$ cat config.mk
export PLATFORM = sky130hd
export DESIGN_NAME = rename_map_ckpt
export DESIGN_NICKNAME = d
export VERILOG_FILES = /design/src/rtl/ooo_pkg.sv /design/src/rtl/map_ckpt_store.sv /design/src/rtl/rename_map_ckpt.sv
export SDC_FILE = /design/constraint.sdc
export NUM_CORES = 2
export LEC_CHECK = 0
export ABC_AREA = 1
export CAP_MARGIN = 20
export CELL_PAD_IN_SITES_DETAIL_PLACEMENT = 1
export CELL_PAD_IN_SITES_GLOBAL_PLACEMENT = 2
export CORE_AREA = 2 2 484 486
export CTS_CLUSTER_DIAMETER = 80
export DETAILED_ROUTE_END_ITERATION = 12
export DIE_AREA = 0 0 486 488
export GPL_TIMING_DRIVEN = 0
export MAX_ROUTING_LAYER = met4
export PLACE_DENSITY = 0.8
export SETUP_SLACK_MARGIN = 0.4
export SYNTH_ARGS = -nofsm -noshare
export SYNTH_HDL_FRONTEND = slang
export SYNTH_HIERARCHICAL = 1
export SYNTH_SLANG_ARGS = --single-unit
$ cat constraint.sdc
create_clock -name clk -period 27.9 [get_ports clk]
set_input_delay 2.79 -clock clk [delete_from_list [all_inputs] [get_ports clk]]
set_output_delay 2.79 -clock clk [all_outputs]
set_load 0.01 [all_outputs]
$ cat src/rtl/ooo_pkg.sv
// Shared defaults and types for the out-of-order rename stage.
package ooo_pkg;

  localparam int NUM_LREG_DEF = 32;
  localparam int NUM_PREG_DEF = 64;
  localparam int DW_DEF       = 2;
  localparam int NUM_CKPT_DEF = 4;

  // Wide enough to rank any practical number of in-flight checkpoints.
  localparam int CKPT_AGE_W = 8;
  typedef logic [CKPT_AGE_W-1:0] ckpt_age_t;

endpackage

$ cat src/rtl/map_ckpt_store.sv
// Branch checkpoint storage: holds map snapshots, allocates the lowest free
// slot, and frees by age (a mispredict frees its checkpoint and all younger).
// Age 0 is the youngest busy checkpoint; ages are re-ranked every edge.
module map_ckpt_store
  import ooo_pkg::*;
#(
  parameter int NUM_LREG = NUM_LREG_DEF,
  parameter int PW       = 6,
  parameter int NUM_CKPT = NUM_CKPT_DEF,
  localparam int CW      = $clog2(NUM_CKPT)
) (
  input  logic                          clk,
  input  logic                          rst,
  input  logic                          alloc_en,
  input  logic [NUM_LREG-1:0][PW-1:0]   alloc_map,
  input  logic                          free_en,
  input  logic [CW-1:0]                 free_id,
  input  logic                          restore_en,
  input  logic [CW-1:0]                 restore_id,
  output logic [NUM_LREG-1:0][PW-1:0]   restore_map,
  output logic                          ckpt_full,
  output logic [CW-1:0]                 alloc_id
);

  logic [NUM_CKPT-1:0]                       busy_q, busy_d;
  ckpt_age_t [NUM_CKPT-1:0]                  age_q, age_d;
  logic [NUM_CKPT-1:0][NUM_LREG-1:0][PW-1:0] snap_q, snap_d;
  logic [NUM_CKPT-1:0]                       freed, survive;
  ckpt_age_t                                 rank;
  logic                                      do_alloc;

  assign ckpt_full   = &busy_q;
  assign restore_map = snap_q[restore_id];

  // Pick the lowest-numbered free checkpoint.
  always_comb begin
    alloc_id = '0;
    for (int i = NUM_CKPT - 1; i >= 0; i--) begin
      if (!busy_q[i]) alloc_id = CW'(i);
    end
  end

  // Free resolved/squashed checkpoints, re-rank survivors by age, then allocate.
  always_comb begin
    busy_d   = busy_q;
    age_d    = age_q;
    snap_d   = snap_q;
    freed    = '0;
    survive  = '0;
    rank     = '0;
    do_alloc = alloc_en && !ckpt_full;
    if (restore_en) begin
      for (int i = 0; i < NUM_CKPT; i++) begin
        if (busy_q[i] && (age_q[i] <= age_q[restore_id])) freed[i] = 1'b1;
      end
    end
    if (free_en) freed[free_id] = 1'b1;
    survive = busy_q & ~freed;
    for (int i = 0; i < NUM_CKPT; i++) begin
      rank = do_alloc ? ckpt_age_t'(1) : ckpt_age_t'(0);
      for (int j = 0; j < NUM_CKPT; j++) begin
        if (survive[j] && (age_q[j] < age_q[i])) rank = rank + ckpt_age_t'(1);
      end
      age_d[i] = survive[i] ? rank : ckpt_age_t'(0);
    end
    busy_d = survive;
    if (do_alloc) begin
      busy_d[alloc_id] = 1'b1;
      age_d[alloc_id]  = '0;
      snap_d[alloc_id] = alloc_map;
    end
  end

  // Checkpoint state registers.
  always_ff @(posedge clk or posedge rst) begin
    if (rst) begin
      busy_q <= '0;
      age_q  <= '0;
      snap_q <= '0;
    end else begin
      busy_q <= busy_d;
      age_q  <= age_d;
      snap_q <= snap_d;
    end
  end

endmodule

$ cat src/rtl/rename_map_ckpt.sv
// Register rename map with branch checkpoints, ROB-walk recovery and a
// physical-register ready table. Optional macro MAPT_READY_BYPASS_EN makes a
// same-cycle completion visible on the source-ready outputs.
module rename_map_ckpt
  import ooo_pkg::*;
#(
  parameter int NUM_LREG = NUM_LREG_DEF,
  parameter int NUM_PREG = NUM_PREG_DEF,
  parameter int DW       = DW_DEF,
  parameter int NUM_CKPT = NUM_CKPT_DEF,
  localparam int LW      = $clog2(NUM_LREG),
  localparam int PW      = $clog2(NUM_PREG),
  localparam int CW      = $clog2(NUM_CKPT)
) (
  input  logic             clk,
  input  logic             rst,
  input  logic             hazard_stall,
  input  logic [DW-1:0]    disp_valid,
  input  logic [DW*LW-1:0] l_rs,
  input  logic [DW*LW-1:0] l_rt,
  input  logic [DW*LW-1:0] l_rd,
  input  logic [DW-1:0]    reg_dest,
  input  logic [DW*PW-1:0] p_rd_new,
  input  logic [DW-1:0]    is_branch,
  output logic [DW*PW-1:0] p_rs,
  output logic [DW*PW-1:0] p_rt,
  output logic [DW-1:0]    p_rs_v,
  output logic [DW-1:0]    p_rt_v,
  output logic [DW*PW-1:0] pr_old_rd,
  output logic             ckpt_full,
  output logic [CW-1:0]    ckpt_id,
  input  logic             br_resolve,
  input  logic             br_mispredict,
  input  logic [CW-1:0]    br_ckpt_id,
  input  logic             recover,
  input  logic [LW-1:0]    recover_rd,
  input  logic [PW-1:0]    p_rd_flush,
  input  logic             regdest_rob,
  input  logic             complete,
  input  logic [PW-1:0]    p_rd_compl,
  input  logic             regdest_compl
);

  logic [NUM_LREG-1:0][PW-1:0] map_q, map_d, work_map, snap_map, restore_map;
  logic [NUM_PREG-1:0]         ready_q, ready_d;
  logic restore_en, free_en, branch_in_group, disp_ok, alloc_en;
  logic [PW-1:0] ps, pt, po;
  logic          psv, ptv;

  // A branch group that finds no free checkpoint is held back as a whole.
  assign restore_en      = br_resolve & br_mispredict;
  assign free_en         = br_resolve & ~br_mispredict;
  assign branch_in_group = |(disp_valid & is_branch);
  assign disp_ok         = ~hazard_stall & ~recover & ~restore_en & ~(branch_in_group & ckpt_full);
  assign alloc_en        = disp_ok & branch_in_group;

  map_ckpt_store #(
    .NUM_LREG (NUM_LREG),
    .PW       (PW),
    .NUM_CKPT (NUM_CKPT)
  ) u_store (
    .clk         (clk),
    .rst         (rst),
    .alloc_en    (alloc_en),
    .alloc_map   (snap_map),
    .free_en     (free_en),
    .free_id     (br_ckpt_id),
    .restore_en  (restore_en),
    .restore_id  (br_ckpt_id),
    .restore_map (restore_map),
    .ckpt_full   (ckpt_full),
    .alloc_id    (ckpt_id)
  );

  // Source and old-destination lookup with youngest-earlier-slot bypass.
  always_comb begin
    p_rs      = '0;
    p_rt      = '0;
    p_rs_v    = '0;
    p_rt_v    = '0;
    pr_old_rd = '0;
    ps = '0; pt = '0; po = '0; psv = 1'b0; ptv = 1'b0;
    for (int k = 0; k < DW; k++) begin
      ps  = map_q[l_rs[k*LW +: LW]];
      pt  = map_q[l_rt[k*LW +: LW]];
      po  = map_q[l_rd[k*LW +: LW]];
      psv = ready_q[ps];
      ptv = ready_q[pt];
      for (int j = 0; j < k; j++) begin
        if (disp_valid[j] && reg_dest[j]) begin
          if (l_rd[j*LW +: LW] == l_rs[k*LW +: LW]) begin
            ps  = p_rd_new[j*PW +: PW];
            psv = 1'b0;
          end
          if (l_rd[j*LW +: LW] == l_rt[k*LW +: LW]) begin
            pt  = p_rd_new[j*PW +: PW];
            ptv = 1'b0;
          end
          if (l_rd[j*LW +: LW] == l_rd[k*LW +: LW]) po = p_rd_new[j*PW +: PW];
        end
      end
`ifdef MAPT_READY_BYPASS_EN
      if (complete && regdest_compl && (ps == p_rd_compl)) psv = 1'b1;
      if (complete && regdest_compl && (pt == p_rd_compl)) ptv = 1'b1;
`endif
      p_rs[k*PW +: PW]      = ps;
      p_rt[k*PW +: PW]      = pt;
      pr_old_rd[k*PW +: PW] = po;
      p_rs_v[k]             = psv;
      p_rt_v[k]             = ptv;
    end
  end

  // Next map/ready: restore beats recover beats dispatch; completion set wins.
  always_comb begin
    map_d    = map_q;
    ready_d  = ready_q;
    work_map = map_q;
    snap_map = map_q;
    for (int k = 0; k < DW; k++) begin
      if (disp_valid[k] && reg_dest[k]) work_map[l_rd[k*LW +: LW]] = p_rd_new[k*PW +: PW];
      if (disp_valid[k] && is_branch[k]) snap_map = work_map;
    end
    if (restore_en) begin
      map_d = restore_map;
    end else if (recover) begin
      if (regdest_rob) map_d[recover_rd] = p_rd_flush;
    end else if (disp_ok) begin
      map_d = work_map;
      for (int k = 0; k < DW; k++) begin
        if (disp_valid[k] && reg_dest[k]) ready_d[p_rd_new[k*PW +: PW]] = 1'b0;
      end
    end
    if (complete && regdest_compl) ready_d[p_rd_compl] = 1'b1;
  end

  // Map and ready registers; reset gives the identity map, all ready.
  always_ff @(posedge clk or posedge rst) begin
    if (rst) begin
      for (int i = 0; i < NUM_LREG; i++) map_q[i] <= PW'(i);
      ready_q <= '1;
    end else begin
      map_q   <= map_d;
      ready_q <= ready_d;
    end
  end

endmodule

==> results.ini <==
[cts]
htreeDepth=4
cts_resized=0
clkSinkCount=1044
cts_buffers=134
cts_setup_buffers=0
cts_tree=built
clock_path_buffers=3
clk_pin_slew_worst_paths_ns=0.05
hold_buffers=0
clk_latency_ns=0.84
cts_root_buf=clkbuf_16

[hold_path]
min_from=u_store/snap_q[383]$_DFFE_PP0P_
min_path_type=flip-flop to flip-flop

[synth]
yosysTopAreaCellShare_pct=32.5
synth_edf_count=0
post-synth-top-area-cell=dfrtp_1
synth.avg_cell_area_sq_um=7.04
async_reset_ff_share_pct=100
synth-seq-cells=1044
netlist_area_sq_um=69300
seq_area_frac_synth_pct=37.9
ys_warn_count=6
synth_cell_types=56
synthCells=9850
yosys_most_used_dff=dfrtp_1
yosys-top-cells-area=dfrtp_1 32%, nand2_1 13%, o21ai_0 8.1%

[pwr]
ir_drop_mv=0.0678
p_per_area_nw_per_um2=77.0
finalPower_mw=6.19
p_leak_nw=34.9

[place]
placed_cells=13100
port_buffers=94
dpl.hpwl_mm=386
routabilityCongestion=1.12

[timing]
slew_viol_final=0
finalHoldViolCount=0
finalCritPeriodShare_pct=37.8
grt_setup_unrepaired=no
tightest_slew_ns=1.39
max_freq_mhz=94.9
relSlewSlack_pct=7.04
setup_viol_count_final=0
fin_crit_ns=10.53
skew_ns=0.0321

[finish]
multi_input_area_sq_um=36400
nets=10300
stdcell_count=13400
final_common_cell=nand2_1
seq_area_sq_um=26300
final_cell_mix=2447 x nand2_1, 1118 x o21ai_0, 900 x dfrtp_1, 715 x nand3_1, 701 x nor2_1
area_growth_pct=16.0
n_fill_cell=28600
drive_above_1_share_pct=9.10

[worst_setup_path]
r2r-end=u_store/age_q[1]$_DFF_PP0_
path_max_fanout=10
cp-endpoint=pr_old_rd[10]
cp-end-kind=primary output
critPathRequiredTime_ns=25.11
critPathKind=primary input to primary output
cp_slowest_cell=clkdlybuf4s50_1
cp_cell_sequence=clkdlybuf4s50_1 > nand2_1 > inv_1 > o21ai_0 > a221oi_1 > nand4_1 > clkbuf_1 > nand4_1 > nor2_1 > a41oi_1 > clkdlybuf4s50_1
crit_path_start=disp_valid[0]
slowest_delay_ns=0.90
reg2regPathDepth=21
r2r-start=u_store/busy_q[0]$_DFF_PP0_
reg2reg_slack_ns=22.41
critPathLaunchType=primary input
cp.arrival_ns=7.74

[floorplanning]
die_h_um=488
core_sq_um=232000
ios=119
die_w_um=486
dieArea_sq_um=237000
initial_utilization_pct=29.9
num_rows=177

[detailed_routing]
antenna_left=0
drtIter0Drc=11000
drt_first_pass_iters=7
drt-total-wl_mm=503
wl_per_cell_um=37.6
drc=0
routed_via_density=6.31
vias=84300

[global_routing]
grt_antenna_before_repair=67
grt_max_degree=129
grt_pass1_vias=82100
grt_first_pass_wirelength_mm=683
grt_overflow=0
track_usage_pct=42.4

[flow_run]
drv_cap=0

[status]
outcome=complete, no violations

[state kept, by name, indices dropped and copies added (netlist names)]
name / cells
map_q: 192
ready_q: 64
u_store/age_q: 16
u_store/busy_q: 4
u_store/snap_q: 768
[worst min path at each step]
stage                                      end  slack [ns]  cells past startpoint
2_1_floorplan  u_store/snap_q[384]$_DFFE_PP0P_        0.45                      2
3_3_place_gp   u_store/snap_q[572]$_DFFE_PP0P_        0.46                      2
3_5_place_dp   u_store/snap_q[308]$_DFFE_PP0P_        0.47                      2
4_1_cts        u_store/snap_q[383]$_DFFE_PP0P_        0.48                      2
5_1_grt        u_store/snap_q[240]$_DFFE_PP0P_        0.50                      2
6_report       u_store/snap_q[383]$_DFFE_PP0P_        0.48                      2
[cell type report]
cell class	instances	share of cell area, %
antenna	50	0.156
buffer	839	5.28
clock buffer	195	4.90
clock inverter	47	0.823
inverter	648	3.06
multi-input combinational	7322	45.3
sequential	1044	32.7
tap	3043	4.74
timing repair buffer	176	3.02
[layer usage]
layer	vias up	global-route usage, %	wire [um]
met4	0	25.6	36100
li1	34800	-	-
met2	4868	60.6	212000
met1	43400	54.2	207000
met5	-	-	0
met3	1220	9.93	48200
[where the power goes]
part / leakage, nW / switching (mW) / internal, mW
sequential: 13.3 / 0.369 / 1.90
combinational: 19.3 / 1.49 / 0.571
clock: 2.26 / 0.753 / 1.10
total: 34.9 / 2.61 / 3.58
[logic make-up after synthesis]
logic type               count (synthesis)  synth area share, %
XOR/XNOR                                 4               0.0505
buffers and inverters                 1487                 9.57
other                                    1              0.00541
AND/OR/NAND/NOR                       3971                 23.3
AO/OA/AOI/OAI                         3289                 28.1
adder cells (fa/ha/maj)                 54                0.975
flip-flops                            1044                 37.9
[through the flow]
step | setup slack, ns | util (%) | setup TNS, ns | hold WS [ns] | instance area, sq um
after floorplan | 2.98 | - | 0 | 0.448 | 69300
after global placement | -7.50 | 32.0 | -5541.42 | 0.460 | 74100
after detailed placement | 17.55 | 32.6 | 0 | 0.468 | 75600
after CTS | 17.53 | 34.6 | 0 | 0.481 | 80200
after global routing | 17.52 | 34.7 | 0 | 0.501 | 80400
final | 17.37 | 34.7 | 0 | 0.478 | 80400
[critical path, delay by kind of cell]
kind                   cells  cell delay, ns
and+or+nand+nor            4            1.24
buffers and inverters      4            2.54
AOI/OAI and AO/OA          3            1.15
[synth_stat cells, types with 52 or more instances]
cell	n
a221oi_1	165
o22ai_1	260
buf_6	63
a22oi_1	263
o221ai_1	266
nand3_1	715
dfrtp_1	900
inv_1	603
ha_1	54
dfstp_2	144
clkbuf_1	438
o21ai_1	596
o21ai_0	1118
nor2_1	703
a21oi_1	481
buf_1	52
nand2_1	2447
buf_4	85
buf_2	196
Power figures use the tool's default switching activity.
